===== src/rtl/wb_stage_multi_if.sv =====
// Bundle/port interface for the multi-lane MEM->WB write-back stage.
// The master modport drives bundles and pipeline control. The slave modport is the stage itself.
interface wb_stage_multi_if #(
  parameter int LANES    = 2,
  parameter int DATA_W   = 32,
  parameter int ADDR_W   = 5,
  parameter int RETIRE_W = 32
);
  logic                      stall;
  logic                      flush;
  logic [LANES-1:0]          in_valid;
  logic [LANES-1:0]          in_regWr;
  logic [LANES*ADDR_W-1:0]   in_regAddr;
  logic [LANES*DATA_W-1:0]   in_regData;
  logic [LANES*32-1:0]       in_inst_debug;
  logic [LANES*32-1:0]       in_pc_debug;
  logic [LANES-1:0]          we;
  logic [LANES*ADDR_W-1:0]   wAddr;
  logic [LANES*DATA_W-1:0]   wData;
  logic [LANES-1:0]          wbu_regWr;
  logic [LANES*ADDR_W-1:0]   wbu_regAddr;
  logic [LANES*DATA_W-1:0]   wbu_data;
  logic [RETIRE_W-1:0]       retire_cnt;
  logic [LANES*32-1:0]       wb_pc_debug;
  logic [LANES*32-1:0]       wb_inst_debug;

  modport master (
    output stall, flush, in_valid, in_regWr, in_regAddr, in_regData, in_inst_debug, in_pc_debug,
    input  we, wAddr, wData, wbu_regWr, wbu_regAddr, wbu_data, retire_cnt, wb_pc_debug, wb_inst_debug
  );
  modport slave (
    input  stall, flush, in_valid, in_regWr, in_regAddr, in_regData, in_inst_debug, in_pc_debug,
    output we, wAddr, wData, wbu_regWr, wbu_regAddr, wbu_data, retire_cnt, wb_pc_debug, wb_inst_debug
  );
endinterface


===== src/rtl/wb_stage_multi.sv =====
// Multi-lane MIPS write-back stage: registers LANES MEM->WB bundles and drives one RF write port per lane.
// It also handles stall hold, flush, $zero suppression, the youngest-lane-wins ordering rule and the retire counter.
module wb_stage_multi #(
  parameter int LANES    = 2,
  parameter int DATA_W   = 32,
  parameter int ADDR_W   = 5,
  parameter int RETIRE_W = 32
) (
  input logic             clk,
  input logic             rst,
  wb_stage_multi_if.slave bus
);
  logic [LANES-1:0]        valid_q, valid_d;
  logic [LANES-1:0]        regwr_q, regwr_d;
  logic [LANES*ADDR_W-1:0] addr_q, addr_d;
  logic [LANES*DATA_W-1:0] data_q, data_d;
  logic [LANES*32-1:0]     inst_q, inst_d;
  logic [LANES*32-1:0]     pc_q, pc_d;
  logic                    fired_q, fired_d;
  logic [RETIRE_W-1:0]     retire_q, retire_d;
  logic [RETIRE_W-1:0]     retire_inc;
  logic [LANES-1:0]        live, kill, wr;

  always_comb begin
    valid_d = valid_q;
    regwr_d = regwr_q;
    addr_d  = addr_q;
    data_d  = data_q;
    inst_d  = inst_q;
    pc_d    = pc_q;
    fired_d = fired_q;
    if (bus.flush) begin
      valid_d = '0;
      fired_d = 1'b0;
    end else if (bus.stall) begin
      // After the first held cycle the bundle has already written the RF.
      fired_d = fired_q | (|valid_q);
    end else begin
      valid_d = bus.in_valid;
      regwr_d = bus.in_regWr;
      addr_d  = bus.in_regAddr;
      data_d  = bus.in_regData;
      inst_d  = bus.in_inst_debug;
      pc_d    = bus.in_pc_debug;
      fired_d = 1'b0;
    end
  end

  // A bundle is counted once, in its first WB cycle. This also applies when that cycle is flushed.
  always_comb begin
    retire_inc = '0;
    for (int unsigned i = 0; i < LANES; i++)
      retire_inc = retire_inc + RETIRE_W'(valid_q[i]);
    retire_d = fired_q ? retire_q : retire_q + retire_inc;
  end

  always_ff @(posedge clk) begin
    if (!rst) begin
      valid_q  <= '0;
      regwr_q  <= '0;
      addr_q   <= '0;
      data_q   <= '0;
      inst_q   <= '0;
      pc_q     <= '0;
      fired_q  <= 1'b0;
      retire_q <= '0;
    end else begin
      valid_q  <= valid_d;
      regwr_q  <= regwr_d;
      addr_q   <= addr_d;
      data_q   <= data_d;
      inst_q   <= inst_d;
      pc_q     <= pc_d;
      fired_q  <= fired_d;
      retire_q <= retire_d;
    end
  end

  // Within a bundle, a younger lane writing the same register shadows the older lanes.
  always_comb begin
    live = '0;
    kill = '0;
    for (int unsigned i = 0; i < LANES; i++)
      live[i] = valid_q[i] & regwr_q[i] & (addr_q[i*ADDR_W +: ADDR_W] != '0);
    for (int unsigned i = 0; i < LANES; i++)
      for (int unsigned j = i + 1; j < LANES; j++)
        if (live[j] && (addr_q[j*ADDR_W +: ADDR_W] == addr_q[i*ADDR_W +: ADDR_W]))
          kill[i] = 1'b1;
    wr = live & ~kill;
  end

  assign bus.wbu_regWr     = wr;
  assign bus.we            = wr & {LANES{~fired_q}};
  assign bus.wAddr         = addr_q;
  assign bus.wData         = data_q;
  assign bus.wbu_regAddr   = addr_q;
  assign bus.wbu_data      = data_q;
  assign bus.retire_cnt    = retire_q;
  assign bus.wb_pc_debug   = pc_q;
  assign bus.wb_inst_debug = inst_q;
endmodule

===== src/flat_wrapper.sv =====
// flat-port wrapper written by rule: the top's interface ports become plain ports
module wb_stage_multi_flat 
#(
  parameter int LANES    = 2,
  parameter int DATA_W   = 32,
  parameter int ADDR_W   = 5,
  parameter int RETIRE_W = 32
)
  (clk, rst, bus_stall, bus_flush, bus_in_valid, bus_in_regWr, bus_in_regAddr, bus_in_regData, bus_in_inst_debug, bus_in_pc_debug, bus_we, bus_wAddr, bus_wData, bus_wbu_regWr, bus_wbu_regAddr, bus_wbu_data, bus_retire_cnt, bus_wb_pc_debug, bus_wb_inst_debug);
  wb_stage_multi_if #(.LANES(LANES), .DATA_W(DATA_W), .ADDR_W(ADDR_W), .RETIRE_W(RETIRE_W)) bus_i ();
  input logic clk;
  input logic rst;
  input wire logic [$bits(bus_i.stall)-1:0] bus_stall;
  input wire logic [$bits(bus_i.flush)-1:0] bus_flush;
  input wire logic [$bits(bus_i.in_valid)-1:0] bus_in_valid;
  input wire logic [$bits(bus_i.in_regWr)-1:0] bus_in_regWr;
  input wire logic [$bits(bus_i.in_regAddr)-1:0] bus_in_regAddr;
  input wire logic [$bits(bus_i.in_regData)-1:0] bus_in_regData;
  input wire logic [$bits(bus_i.in_inst_debug)-1:0] bus_in_inst_debug;
  input wire logic [$bits(bus_i.in_pc_debug)-1:0] bus_in_pc_debug;
  output wire logic [$bits(bus_i.we)-1:0] bus_we;
  output wire logic [$bits(bus_i.wAddr)-1:0] bus_wAddr;
  output wire logic [$bits(bus_i.wData)-1:0] bus_wData;
  output wire logic [$bits(bus_i.wbu_regWr)-1:0] bus_wbu_regWr;
  output wire logic [$bits(bus_i.wbu_regAddr)-1:0] bus_wbu_regAddr;
  output wire logic [$bits(bus_i.wbu_data)-1:0] bus_wbu_data;
  output wire logic [$bits(bus_i.retire_cnt)-1:0] bus_retire_cnt;
  output wire logic [$bits(bus_i.wb_pc_debug)-1:0] bus_wb_pc_debug;
  output wire logic [$bits(bus_i.wb_inst_debug)-1:0] bus_wb_inst_debug;
  assign bus_i.stall = bus_stall;
  assign bus_i.flush = bus_flush;
  assign bus_i.in_valid = bus_in_valid;
  assign bus_i.in_regWr = bus_in_regWr;
  assign bus_i.in_regAddr = bus_in_regAddr;
  assign bus_i.in_regData = bus_in_regData;
  assign bus_i.in_inst_debug = bus_in_inst_debug;
  assign bus_i.in_pc_debug = bus_in_pc_debug;
  assign bus_we = bus_i.we;
  assign bus_wAddr = bus_i.wAddr;
  assign bus_wData = bus_i.wData;
  assign bus_wbu_regWr = bus_i.wbu_regWr;
  assign bus_wbu_regAddr = bus_i.wbu_regAddr;
  assign bus_wbu_data = bus_i.wbu_data;
  assign bus_retire_cnt = bus_i.retire_cnt;
  assign bus_wb_pc_debug = bus_i.wb_pc_debug;
  assign bus_wb_inst_debug = bus_i.wb_inst_debug;
  wb_stage_multi #(.LANES(LANES), .DATA_W(DATA_W), .ADDR_W(ADDR_W), .RETIRE_W(RETIRE_W)) u_core (.clk(clk), .rst(rst), .bus(bus_i));
endmodule

===== config.mk =====
export PLATFORM = sky130hd
export DESIGN_NAME = wb_stage_multi_flat
export DESIGN_NICKNAME = d
export VERILOG_FILES = /design/src/rtl/wb_stage_multi_if.sv /design/src/rtl/wb_stage_multi.sv /design/src/flat_wrapper.sv
export SDC_FILE = /design/constraint.sdc
export NUM_CORES = 1
export LEC_CHECK = 0
export ABC_AREA = 0
export ABC_CLOCK_PERIOD_IN_PS = 3600
export CORE_AREA = 10 10 195 197
export DETAILED_ROUTE_END_ITERATION = 10
export DIE_AREA = 0 0 205 207
export PLACE_DENSITY = 0.69
export SYNTH_ARGS = -nofsm -noshare
export SYNTH_HDL_FRONTEND = slang
export SYNTH_SLANG_ARGS = --single-unit

===== constraint.sdc =====
create_clock -name clk -period 3.6 [get_ports clk]
set_input_delay 0.54 -clock clk [delete_from_list [all_inputs] [get_ports clk]]
set_output_delay 0.54 -clock clk [all_outputs]
set_load 0.1 [all_outputs]

## Word-level counts from Yosys, hierarchy flattened

Cells that the tools add are included.

| word-level totals | value |
|---|---|
| bits in registers | 239 |
| input port bits | 210 |
| output and inout bits | 312 |
| logic and storage cells | 31 |

| cells by class | value |
|---|---|
| add/subtract/negate cells | 2 |
| eq/ne operators | 1 |
| mux-type cells | 1 |
| bitwise logic cells | 12 |
| reductions and logical operators | 7 |

Operators with widths:

| kind | number |
|---|---|
| $add 32x32->32 | 1 |
| $reduce_bool 5->1 | 2 |
| $eq 5x5->1 | 1 |
| $and 1x1->1 | 4 |
| $and 2x2->2 | 2 |
| $not 1->1 | 4 |
| $reduce_or 2->1 | 2 |
| $reduce_or 3->1 | 1 |
| $add 1x1->2 | 1 |
| $not 1->2 | 1 |
| $reduce_and 2->1 | 1 |
| $logic_and 1x1->1 | 1 |
| $mux 1 | 1 |
| $or 1x1->1 | 1 |

## Longest topological paths before layout

| depth | value |
|---|---|
| word-level depth | 7 |
| gate-level depth with buffers | 10 |
| depth with buffers taken out | 9 |

## Worst setup path after synthesis

Ideal clock, no wire load.

| path | value |
|---|---|
| path type | register to output |
| start point | register u_core.addr_q[5] (netlist: u_core.bus.wAddr[5]) |
| end point | output port bus_we[0] |
| data arrival time | 6.335 ns |
| path slack | -3.275 ns |
| cell stages (with the launch flop) | 5 |
| path through | dfxtp_1 > or4_1 > o211ai_1 > nor4_1 > a2111oi_0 |

| on the way | value |
|---|---|
| longest elaborated chain between the ends | 7 |

Ends and longest elaborated chain:

| what | RTL line | source |
|---|---|---|
| start, declared | wb_stage_multi.sv:15 | `logic [LANES*ADDR_W-1:0] addr_q, addr_d;` |
| start signal, assigned | wb_stage_multi.sv:70 | `addr_q <= addr_d;` |
| $reduce_bool 5->1 | wb_stage_multi.sv:84 | `live[i] = valid_q[i] & regwr_q[i] & (addr_q[i*ADDR_W +: ADDR_W] != '0);` |
| $and 1x1->1 | wb_stage_multi.sv:84 |  |
| $logic_and 1x1->1 * | wb_stage_multi.sv:87 | `if (live[j] && (addr_q[j*ADDR_W +: ADDR_W] == addr_q[i*ADDR_W +: ADDR_W]))` |
| $mux 1 * | wb_stage_multi.sv:87 |  |
| $not 1->2 * | wb_stage_multi.sv:89 | `wr = live & ~kill;` |
| $and 2x2->2 * | wb_stage_multi.sv:89 |  |
| $and 2x2->2 * | wb_stage_multi.sv:93 | `assign bus.we = wr & {LANES{~fired_q}};` |
| end, declared | flat_wrapper.sv:21 | `output wire logic [$bits(bus_i.we)-1:0] bus_we;` |

Mark *: on every way between the ends. The rest lies on a longest branch, timed or not.

## Worst setup path in the final report

| path | value |
|---|---|
| start point | register u_core.addr_q[6] (netlist: u_core.bus.wAddr[6]) |
| end point | output port bus_we[0] |

The elaborated chain is that of the path after synthesis.

==> results.md <==
* Crit path launch type: flop
* Syn nets at 1,385
* CTS Sinks at 239
* NumNets Final at 1,805
* I/O Buffers at 521
* Initial antenna violation count at 1
* CTS Buf Count at 28
* Hold Fails Final Rpt at 0
* Initial Util at 0.271
* FMAX at 0.311 GHz
* Largest net degree at the start of global routing at 108
* Total global routing overflow at 0
* CTS tree: built
* Max FO, Critical Path at 5
* Asr flop ratio synth at 0
* Inserted Diodes at 0
* Crit end category: output pin
* PD cells at 497 mW/mm2
* DIE AREA at 0.0424 mm2
* RSZ-0062 raised after global routing: no
* Critical Path, Cell by Cell: or4_1 > o211ai_1 > nor4_1 > a2111oi_2 > buf_12
* Worst path required time at 3.06 ns
* Clock Tree Root: clkbuf_16
* Sequential area share after synthesis at 0.517
* Vias at 9,340
* IR drop worst, VDD at 0.000375 V
* DRT Pass-1 Iters at 5
* Leakage Power at 0.00541 uW
* Worst Skew at 0.00923 ns
* TNS Setup at 0 ns
* Core outline area at 0.0341 mm2
* Die Y at 207 um
* Ys Warns at 0
* Clk Latency, worst-skew pair at 0.54 ns
* Slowest stage delay, CP at 0.58 ns
* Rows at 68
* Number of setup buffers added after CTS at 0
* Worst-Margin Slew at 1.09 ns
* Vias/cell at 4.52
* Number of hold buffers added after cts at 0
* Synthesis-to-layout area growth at 66.5%
* Final weighted congestion in routability-driven placement at 0.815
* Worst setup margin at 0.387 ns
* Final core occ at 0.451
* Layout cell share with drive strength beyond 1 at 0.0478
* Relative slew slack at 0.269
* Synth cell types at 39
* Post-synthesis instance total at 1,170
* Max Root-Sink Buffers at 3
* Yosys top cell by area: dfxtp_1
* Period minus WS final at 3.21 ns
* CTS H-tree lvls at 1
* Crit Path Category: flop to output pin
* Post-synth EDFFs at 0
* Arr. time, crit path at 2.67 ns
* First DRT Iteration DRCs at 498
* DIE WIDTH at 205 um
* Placement Setup Slack at 0.733 ns
* Post-CTS Resized at 0
* Final Total Pwr at 7650 uW
* Class of the worst hold path: flop to flop
* Synth Register Bits at 239
* Final setup vio count at 0
* Status: completed
* CTS clk-pin slew, worst paths at 0.06 ns
* Post-Route WL at 37.2 mm
* Per-cell routed wire length at 18.0 um
* Total GRT Usage at 0.162
* IO Pins at 522
* Period utilization at 0.892
* Mapped Area at 0.00925 mm2
* Hpwl dp at 28.2 mm
* Vias in the first global route at 9,157
* Slew Limit Fails at 0
* Share of the synthesized area in the top cell type at 0.517
* Top FF cell, synth: dfxtp_1
* Critical-path top delay cell: or4_1
* DRC at 0
* Max-Cap Viols at 0
* Synth top area cells: dfxtp_1 52%, nand2_1 17%, a21oi_1 12%
* Global-route wire length before repair at 55.4 mm
* Avg Inst Size Synth at 7.91 um2
* Final ANT Viol Nets at 0
cell usage in the layout (no fill, tap or decap), types with 7 or more instances in the layout:
cell             netlist  final
a21oi_1              227    227
buf_12                 0      7
buf_4                 74     18
clkbuf_1              67      7
clkbuf_16              0     29
clkdlybuf4s50_1        0    515
dfxtp_1              239    239
inv_1                  8      8
nand2_1              417    417
nand3_1                9      9
nand4_1               11     11
nor2_1                16     15
o21ai_0               10     10
o31ai_1               11     11
or3_1                  9      9
or4_1                 13     13
xnor2_1                9      9
layout make-up:
cell class / instances / area [um2]
clock buffer: 40 / 807
clock inverter: 11 / 165
fill: 3246 / 18700
inverter: 9 / 38.8
multi-input combinational: 772 / 3610
sequential: 239 / 4780
tap: 455 / 569
timing repair buffer: 540 / 5430
per-stage QoR:
stage,instance area [um2],instances,hold slack [ns]
after floorplan,9260,1170,0.436
after global placement,14400,2015,0.440
after detailed placement,14400,2015,0.446
after CTS,15400,2066,0.454
after global routing,15400,2066,0.467
final,15400,2066,0.451
cell usage after synthesis (2+ instances only):
library cell,n
o31ai_1,11
nand3_1,9
inv_1,8
o21ai_0,10
dfxtp_1,239
or2_2,2
a21oi_1,227
clkbuf_1,67
and4_1,4
nand2b_1,2
ha_1,4
nor4_1,2
nor3_1,2
xnor2_1,9
buf_4,74
buf_1,7
nor2_1,16
nand4_1,11
nor3b_1,3
or3_1,9
mux2i_1,4
nand2_1,417
or4_1,13
xor2_1,4
and3_1,2
where the power goes:
| group | total [uW] | switching, uW | internal [uW] |
|---|---|---|---|
| Combinational | 1850 | 1340 | 513 |
| Clock | 2970 | 1130 | 1840 |
| Sequential | 2830 | 73.8 | 2750 |
| Total | 7650 | 2540 | 5110 |
state kept, by name, indices dropped and copies added, names as in the netlist:
signal,count
u_core.fired_q,1
u_core.bus.wb_inst_debug,64
u_core.bus.wData,64
u_core.bus.retire_cnt,32
u_core.bus.wAddr,10
u_core.regwr_q,2
u_core.valid_q,2
u_core.bus.wb_pc_debug,64
cell families (layout without fill, tap and decap cells):
group | count (synthesis) | count (layout) | share of synthesized area
AO/OA/AOI/OAI | 251 | 251 | 0.140
XOR/XNOR | 13 | 13 | 0.0123
adder cells (fa/ha/maj) | 5 | 5 | 0.00758
buffers and inverters | 159 | 600 | 0.0948
flip-flops | 239 | 239 | 0.517
multiplexers | 4 | 4 | 0.00433
AND/OR/NAND/NOR | 499 | 499 | 0.224
worst max-delay path: cells and delay by family, from the launching register on:
kind	cells	cell delay (ns)
compound gates	2	0.79
simple gates	2	0.74
flops	1	0.36
buf+inv	1	0.24
path summary, 6_finish.rpt:
path / from / endpoint / slack, ns / cells past startpoint
max: u_core.bus.wAddr[6] / bus_we[0] / 0.39 / 5
min: u_core.bus.wb_pc_debug[43] / u_core.bus.wb_pc_debug[43] / 0.45 / 2
max reg2reg: u_core.valid_q[1] / u_core.bus.retire_cnt[22] / 0.68 / 10
min reg2reg: u_core.bus.wb_pc_debug[43] / u_core.bus.wb_pc_debug[43] / 0.45 / 2
per-layer routing:
metal,global-route usage,up-vias,share of wire
met5,0,-,0
met4,0.0407,0,0.021
met3,0.0428,52,0.081
met2,0.294,341,0.51
met1,0.182,4346,0.38
li1,-,4601,-
No activity file was read; power rests on OpenSTA's default activity.
